## config.mk

```make
export PLATFORM = sky130hd
export DESIGN_NAME = packet_arbiter_ic_flat
export DESIGN_NICKNAME = d
export VERILOG_FILES = /design/src/rtl/packet_arbiter_ic_pkg.sv /design/src/rtl/packet_arbiter_ic_if.sv /design/src/rtl/packet_arbiter_ic_grant_arbiter.sv /design/src/rtl/packet_arbiter_ic.sv /design/src/flat_wrapper.sv
export SDC_FILE = /design/constraint.sdc
export NUM_CORES = 1
export LEC_CHECK = 0
export BUFFER_PORTS_ARGS = -buffer_cell sky130_fd_sc_hd__buf_2
export CAP_MARGIN = 10
export CORE_AREA = 2 2 305 307
export CTS_BUF_LIST = sky130_fd_sc_hd__clkbuf_2 sky130_fd_sc_hd__clkbuf_4 sky130_fd_sc_hd__clkbuf_8
export CTS_CLUSTER_SIZE = 24
export DETAILED_ROUTE_END_ITERATION = 8
export DIE_AREA = 0 0 307 309
export PLACE_DENSITY = 0.3
export SLEW_MARGIN = 5
export SYNTH_ARGS = -nofsm -noshare
export SYNTH_HDL_FRONTEND = slang
export SYNTH_SLANG_ARGS = --single-unit
```

## constraint.sdc

```tcl
create_clock -name CLK -period 4.45 [get_ports CLK]
set_input_delay 0.445 -clock CLK [delete_from_list [all_inputs] [get_ports CLK]]
set_output_delay 0.445 -clock CLK [all_outputs]
set_load 0.02 [all_outputs]
```

## src/rtl/packet_arbiter_ic_pkg.sv

```systemverilog
// Shared constants and handshake helper for the packet_arbiter_ic interconnect.
// Optional round-robin arbitration is selected with IC_ROUND_ROBIN_EN.
package packet_arbiter_ic_pkg;

  localparam int unsigned PACKET_WIDTH        = 192;
  localparam int unsigned DEFAULT_CONNECT_NUM = 3;

  function automatic logic handshake(input logic valid, input logic ready);
    return valid & ready;
  endfunction

endpackage

```

## src/rtl/packet_arbiter_ic_if.sv

```systemverilog
// Bundles the N input streams and the single output stream of packet_arbiter_ic.
interface packet_arbiter_ic_if
  import packet_arbiter_ic_pkg::*;
#(
  parameter int unsigned DATA_WIDTH  = PACKET_WIDTH,
  parameter int unsigned CONNECT_NUM = DEFAULT_CONNECT_NUM
);

  logic [CONNECT_NUM-1:0]            RECEIVE_VALID;
  logic [CONNECT_NUM-1:0]            RECEIVE_READY;
  logic [DATA_WIDTH*CONNECT_NUM-1:0] RECEIVE_DATA;
  logic                              SEND_VALID;
  logic                              SEND_READY;
  logic [DATA_WIDTH-1:0]             SEND_DATA;

  modport master (
    output RECEIVE_VALID, RECEIVE_DATA, SEND_READY,
    input  RECEIVE_READY, SEND_VALID, SEND_DATA
  );

  modport slave (
    input  RECEIVE_VALID, RECEIVE_DATA, SEND_READY,
    output RECEIVE_READY, SEND_VALID, SEND_DATA
  );

endinterface

```

## src/rtl/packet_arbiter_ic_grant_arbiter.sv

```systemverilog
// Request-to-one-hot grant: highest index wins, or a descending round-robin search
// from a pointer when IC_ROUND_ROBIN_EN is defined.
module ic_grant_arbiter
  import packet_arbiter_ic_pkg::*;
#(
  parameter int unsigned CONNECT_NUM = DEFAULT_CONNECT_NUM
) (
  input  logic                   clk,
  input  logic                   rst_n,
  input  logic [CONNECT_NUM-1:0] req,
  input  logic                   advance,
  output logic [CONNECT_NUM-1:0] grant
);

`ifdef IC_ROUND_ROBIN_EN
  localparam int unsigned PtrW = (CONNECT_NUM > 1) ? $clog2(CONNECT_NUM) : 1;
  localparam logic [PtrW-1:0] PtrMax = PtrW'(CONNECT_NUM - 1);

  logic [PtrW-1:0] ptr_q, ptr_d;
  logic            found;
  int              idx;

  always_comb begin
    grant = '0;
    found = 1'b0;
    idx   = 0;
    for (int k = 0; k < int'(CONNECT_NUM); k++) begin
      idx = (int'(ptr_q) - k + int'(CONNECT_NUM)) % int'(CONNECT_NUM);
      if (!found && req[idx]) begin
        grant[idx] = 1'b1;
        found      = 1'b1;
      end
    end
  end

  // After serving input g the search restarts just below g, wrapping to the top.
  always_comb begin
    ptr_d = ptr_q;
    if (advance) begin
      for (int unsigned g = 0; g < CONNECT_NUM; g++) begin
        if (grant[g]) ptr_d = (g == 0) ? PtrMax : PtrW'(g - 1);
      end
    end
  end

  always_ff @(posedge clk or negedge rst_n) begin
    if (!rst_n) ptr_q <= PtrMax;
    else        ptr_q <= ptr_d;
  end
`else
  logic unused_rr;
  assign unused_rr = ^{clk, rst_n, advance};

  always_comb begin
    grant = '0;
    for (int unsigned i = 0; i < CONNECT_NUM; i++) begin
      if (req[i]) begin
        grant    = '0;
        grant[i] = 1'b1;
      end
    end
  end
`endif

endmodule

```

## src/rtl/packet_arbiter_ic.sv

```systemverilog
// N-to-1 packet interconnect: arbitrates pending inputs into a one-entry output register.
// Define IC_ROUND_ROBIN_EN for round-robin instead of fixed highest-index priority.
module packet_arbiter_ic
  import packet_arbiter_ic_pkg::*;
#(
  parameter int unsigned DATA_WIDTH  = PACKET_WIDTH,
  parameter int unsigned CONNECT_NUM = DEFAULT_CONNECT_NUM
) (
  input logic                CLK,
  input logic                RST,
  packet_arbiter_ic_if.slave bus
);

  logic                   out_valid;
  logic [DATA_WIDTH-1:0]  out_data;
  logic [DATA_WIDTH-1:0]  mux_data;
  logic [CONNECT_NUM-1:0] grant;
  logic                   load_en;
  logic                   any_valid;

  assign any_valid = |bus.RECEIVE_VALID;
  // The entry refills in the same cycle it drains.
  assign load_en   = !out_valid || handshake(out_valid, bus.SEND_READY);

  ic_grant_arbiter #(
    .CONNECT_NUM (CONNECT_NUM)
  ) u_grant_arbiter (
    .clk     (CLK),
    .rst_n   (RST),
    .req     (bus.RECEIVE_VALID),
    .advance (load_en && any_valid && RST),
    .grant   (grant)
  );

  always_comb begin
    mux_data = '0;
    for (int unsigned i = 0; i < CONNECT_NUM; i++) begin
      mux_data = mux_data | (bus.RECEIVE_DATA[i*DATA_WIDTH +: DATA_WIDTH] & {DATA_WIDTH{grant[i]}});
    end
  end

  // Nothing is accepted while reset is held, even though the empty entry could load.
  assign bus.RECEIVE_READY = grant & {CONNECT_NUM{load_en & RST}};
  assign bus.SEND_VALID    = out_valid;
  assign bus.SEND_DATA     = out_data;

  always_ff @(posedge CLK or negedge RST) begin
    if (!RST) begin
      out_valid <= 1'b0;
      out_data  <= '0;
    end else if (load_en) begin
      out_valid <= any_valid;
      if (any_valid) out_data <= mux_data;
    end
  end

endmodule

```

## src/flat_wrapper.sv

```systemverilog
// flat-port wrapper written by rule: the top's interface ports become plain ports
module packet_arbiter_ic_flat import packet_arbiter_ic_pkg::*;
#(
  parameter int unsigned DATA_WIDTH  = PACKET_WIDTH,
  parameter int unsigned CONNECT_NUM = DEFAULT_CONNECT_NUM
)
  (CLK, RST, bus_RECEIVE_VALID, bus_RECEIVE_DATA, bus_SEND_READY, bus_RECEIVE_READY, bus_SEND_VALID, bus_SEND_DATA);
  packet_arbiter_ic_if #(.DATA_WIDTH(DATA_WIDTH), .CONNECT_NUM(CONNECT_NUM)) bus_i ();
  input logic CLK;
  input logic RST;
  input wire logic [$bits(bus_i.RECEIVE_VALID)-1:0] bus_RECEIVE_VALID;
  input wire logic [$bits(bus_i.RECEIVE_DATA)-1:0] bus_RECEIVE_DATA;
  input wire logic [$bits(bus_i.SEND_READY)-1:0] bus_SEND_READY;
  output wire logic [$bits(bus_i.RECEIVE_READY)-1:0] bus_RECEIVE_READY;
  output wire logic [$bits(bus_i.SEND_VALID)-1:0] bus_SEND_VALID;
  output wire logic [$bits(bus_i.SEND_DATA)-1:0] bus_SEND_DATA;
  assign bus_i.RECEIVE_VALID = bus_RECEIVE_VALID;
  assign bus_i.RECEIVE_DATA = bus_RECEIVE_DATA;
  assign bus_i.SEND_READY = bus_SEND_READY;
  assign bus_RECEIVE_READY = bus_i.RECEIVE_READY;
  assign bus_SEND_VALID = bus_i.SEND_VALID;
  assign bus_SEND_DATA = bus_i.SEND_DATA;
  packet_arbiter_ic #(.DATA_WIDTH(DATA_WIDTH), .CONNECT_NUM(CONNECT_NUM)) u_core (.CLK(CLK), .RST(RST), .bus(bus_i));
endmodule
```

* Word-level counts from Yosys, hierarchy flattened
Index checks and enable logic that the tools add are counted.
** Cells by class
- Mux-type cells :: 3
- Bitwise gates (word level) :: 8
- Reduce and logical (&&, ||, !) cells :: 4
** Operator list (number)
- $and 192x192->192 :: 3
- $or 192x192->192 :: 2
- $mux 3 :: 2
- $and 3x3->3 :: 1
- $reduce_or 3->1 :: 1
- $and 1x1->1 :: 2
- $reduce_and 2->1 :: 1
- $logic_not 1->1 :: 1
- $logic_or 1x1->1 :: 1
- $mux 1 :: 1
** Storage, ports and cells
- Register bits :: 193
- Bits of input ports :: 582
- Output and inout bits :: 196
- Logic and storage cells :: 17

* Depth between registers and ports, before layout
- Word-level depth :: 6
- Depth in mapped cells :: 7
- Gate-level depth less buffers :: 3

* Hierarchy
Synthesis repeated with hierarchy kept, for this count alone.
** Second synthesis, totals
- Cells, all modules :: 866
- Area total of the unflattened synthesis :: 9974.6 µm²
** By module, submodules not included
- packet_arbiter_ic :: times used 1, cells an instance 863, area an instance 9948.3 µm², seq. area each 4829.6 µm²
- ic_grant_arbiter :: times used 1, cells an instance 3, area an instance 26.3 µm², seq. area each 0.0 µm²

* Least setup slack after synthesis
No wires, ideal clock.
- Path type :: input to output
- Start :: input port bus_RECEIVE_VALID[2]
- End :: output port bus_RECEIVE_READY[0]
- Arrival :: 1385 ps
- Data required time :: 4005 ps
- Slack :: 2620 ps
- Stages on the path :: 5
- Buffers on the path :: 3
- Cells stage by stage :: buf_2 buf_2 clkbuf_1 nor2_1 and4_1
** Between the ends
- Longest elaborated chain between the ends :: 2
** Ends and longest elaborated chain
- start: declaration :: line flat_wrapper.sv:11 : input wire logic [$bits(bus_i.RECEIVE_VALID)-1:0] bus_RECEIVE_VALID;
- $mux 3 :: line packet_arbiter_ic_grant_arbiter.sv:57 : if (req[i]) begin
- $and 3x3->3 :: line packet_arbiter_ic.sv:43 : assign bus.RECEIVE_READY = grant & {CONNECT_NUM{load_en & RST}};
- end: declaration :: line flat_wrapper.sv:14 : output wire logic [$bits(bus_i.RECEIVE_READY)-1:0] bus_RECEIVE_READY;
No other way between the ends.

* Worst setup path in the final report
Ends and elaborated chain as after synthesis.

==> metrics.md <==
| Metric | Value |
|---|---|
| Bufs on Longest Clock Path | 2 |
| Pre-antenna DRT Iters | 5 |
| Worst-skew pair later-pin latency | 0.56 ns |
| Core area | just over 90,000 sq um |
| H-Tree Depth | 4 |
| Routed WL per cell | between 15 and 20 microns |
| Period utilisation layout | 51.72% |
| Overall Power | around 5.3 mW |
| Mapped Area | between 10,000 and 15,000 sq um |
| Hold Crit Class | primary input to flop |
| Sink Count | roughly 190 |
| R2r worst-path depth | 4 |
| Post-synth cell types | 22 |
| Die area | 94,860 sq um |
| Slowest Stage Delay on Critical Path | 0.44 ns |
| Status | finished clean |
| Worst-margin pin slew | between 1 and 1.5 ns |
| Sequential share of the synthesized area | between 40% and 50% |
| FF+latch count, synth | slightly below 200 |
| Hold_ws | roughly 0.17 ns |
| Worst-path clk slew | around 0.12 ns |
| Area fraction of the dominant cell type after synthesis | around two fifths |
| Most frequent cells after synthesis | a21oi_1, dfrtp_1, o21ai_0 |
| RSZ-0062 raised after global routing | no |
| Hold Buf Count CTS | 1 |
| Fin area | 17,250 sq um |
| Fin worst setup slack | between 2 and 2.5 ns |
| Syn Area/Cell | ~7.8 sq um |
| Crit start category | primary input |
| Vias in the first global route | around 14,000 |
| Synth-to-layout area growth | 44.71% |
| Synth warn | 0 |
| Layout filler cell count | between 10,000 and 15,000 |
| Setup bufs post-CTS | 0 |
| Launching point of the worst reg2reg path | u_core.bus.SEND_VALID |
| Root Buffer | clkbuf_8 |
| Worst R2R End | u_core.bus.SEND_DATA[55] |
| Largest net degree at the start of global routing | between 150 and 200 |
| Synth async-reset ratio | 100.0% |
| Power per cell area | just over 300 nW/um^2 |
| DP Area | between 15,000 and 20,000 sq um |
| MaxCap Viol Count | 0 |
| Die Wd | slightly above 300 microns |
| Slowest CP cell | buf_12 |
| Count of boundary I/O pins | 778 |
| Max Fclk | 0.4345 GHz |
| GR Util All Layers | between 10% and 20% |
| Number of DRC markers in iteration 0 | 819 |
| Setup Total Neg Slack | 0 ns |
| Worst setup path end | bus_RECEIVE_READY[0] |
| Crit-path cells | buf_8, buf_12, nor2_1, and4_1, buf_2 |
| Post-Syn Nets | roughly 2,100 |
| Post-CTS Resized | 0 |
| Lkg Pwr | about 8.5 nW |
| Required @ worst endpoint | ~4.0 ns |
| Area contributors post-synth | dfrtp_1, a21oi_1, a32o_1 |
| GRT Residual Overflow | 0 |
| Crit path from | bus_RECEIVE_VALID[2] |
| Min cycle time layout | 2.302 ns |
| # rows | 111 |
| DRT Wirelength | 65,910 microns |
| Syn Inst Count | roughly 1,500 |
| Max Transition Viols Final | 0 |
| Die height | between 300 and 400 microns |
| Hold Vio Cnt, Final | 0 |
| Main synth FF type | dfrtp_1 |
| CP Depth | 5 |
| Area leader, netlist | dfrtp_1 |
| Worst Skew | between 0.01 and 0.015 ns |
| Final setup vio count | 0 |
| Leading cell type by number of instances after synthesis | a21oi_1 |
| Global-route wire length before repair | approximately 94,000 microns |
| Worst-path fanout max | approximately 180 |
| TritonCTS buffer count | 17 |
| Total number of vias | 14,120 |
| Buffers and inverters on the worst path | 3 |
| Non-Filler Instances | between 3,000 and 4,000 |
| EDFF count, synth | 0 |
| Layout cells sized above 1 | 38.07% |
| Antenna-violating nets left | 0 |
| Fin util | 18.87% |
| Port buffer count | between 700 and 800 |
| R2R Setup Slk | about 2.3 ns |
| Crit-path leading delay family | buffers and inverters |
| CTS tree | done |
| Initial Util | a little over an eighth |
| Worst EP arrival | about 1.9 ns |
| Post-DP HPWL | between 40,000 and 50,000 microns |
| Initial antenna violation count | 3 |
| Worst slew margin | 21.61% |
| Nets | 2,749 |
| Placed instance count | about 3,300 |
| Peak VDD IR | about 0.00020 V |
| Global placer's final weighted congestion | 0.7878 |
| Setup CP Type | primary input to output port |
| Via density | about 4.2 |
| Post-place setup slack | around 1.7 ns |
| DRC viols | 0 |
| Crit. End Element | output port |
-- state kept, by name, summed over array words and instances (netlist names) --
register and count:
u_core.bus.SEND_VALID 1, u_core.bus.SEND_DATA 192
-- where the power goes --
part           internal [mW]  switching (mW)  total (mW)
registers               2.00           0.140        2.14
clock network          0.539           0.799        1.34
logic                  0.685            1.11        1.79
-- placed cells by master, fill, tap and decap left out --
cell type,instances
buf_2,773
a21oi_1,380
dfrtp_1,193
o21ai_0,192
inv_1,190
nand2_1,190
a32o_1,189
clkbuf_8,19
buf_12,10
buf_4,8
inv_6,4
nor2b_1,3
buf_8,3
diode_2,2
a221oi_1,2
o31ai_1,2
clkinv_4,2
clkinvlp_4,2
bufinv_16,2
clkinv_2,2
nand2b_1,1
and4b_1,1
nor2_1,1
and4_1,1
and3_1,1
nand3b_1,1
nor2b_4,1
or3_4,1
a31oi_1,1
nand2_4,1
nor3_1,1
inv_8,1
dlygate4sd3_1,1
buf_6,1
-- how the worst min path moves through the flow --
stage	startpoint	endpoint	cells after the start
final	bus_RECEIVE_DATA[368]	u_core.bus.SEND_DATA[176]	3
after global routing	bus_RECEIVE_DATA[368]	u_core.bus.SEND_DATA[176]	3
after CTS	bus_RECEIVE_DATA[368]	u_core.bus.SEND_DATA[176]	3
after detailed placement	RST	u_core.bus.SEND_DATA[104]	1
after global placement	RST	u_core.bus.SEND_DATA[134]	1
after floorplan	RST	u_core.bus.SEND_DATA[0]	0
-- area by class of cell --
cell class	instances	area (sq um)	share of cell area [%]
multi-input combinational	969	5609	32.52
sequential	193	4830	28.00
clock inverter	13	148.9	0.8633
inverter	190	713.2	4.135
timing repair buffer	796	4195	24.33
antenna	2	5.005	0.02902
clock buffer	19	261.5	1.516
tap	1186	1484	8.604
-- worst min-delay path, cell delays in order --
cell	delay, ns
buf_2	0.10
nand3b_1	0.07
a31oi_1	0.08
-- metal layers --
metal	share of wire, %	global-route usage (%)	vias to the layer above	routed length (microns)
met3	6.2	3.405	31	4098
met1	39	14.65	6905	25500
li1	-	-	6705	-
met2	54	24.94	479	35620
met4	1.0	2.757	2	674
met5	0.030	0	-	20
-- kinds of logic after synthesis --
logic type	after synthesis	synth area share [%]
flip-flops	193	40.52
AO/OA/AOI/OAI	766	40.22
AND/OR/NAND/NOR	203	6.677
buffers and inverters	361	12.58
Note: power is estimated with default switching activity, not from simulation.
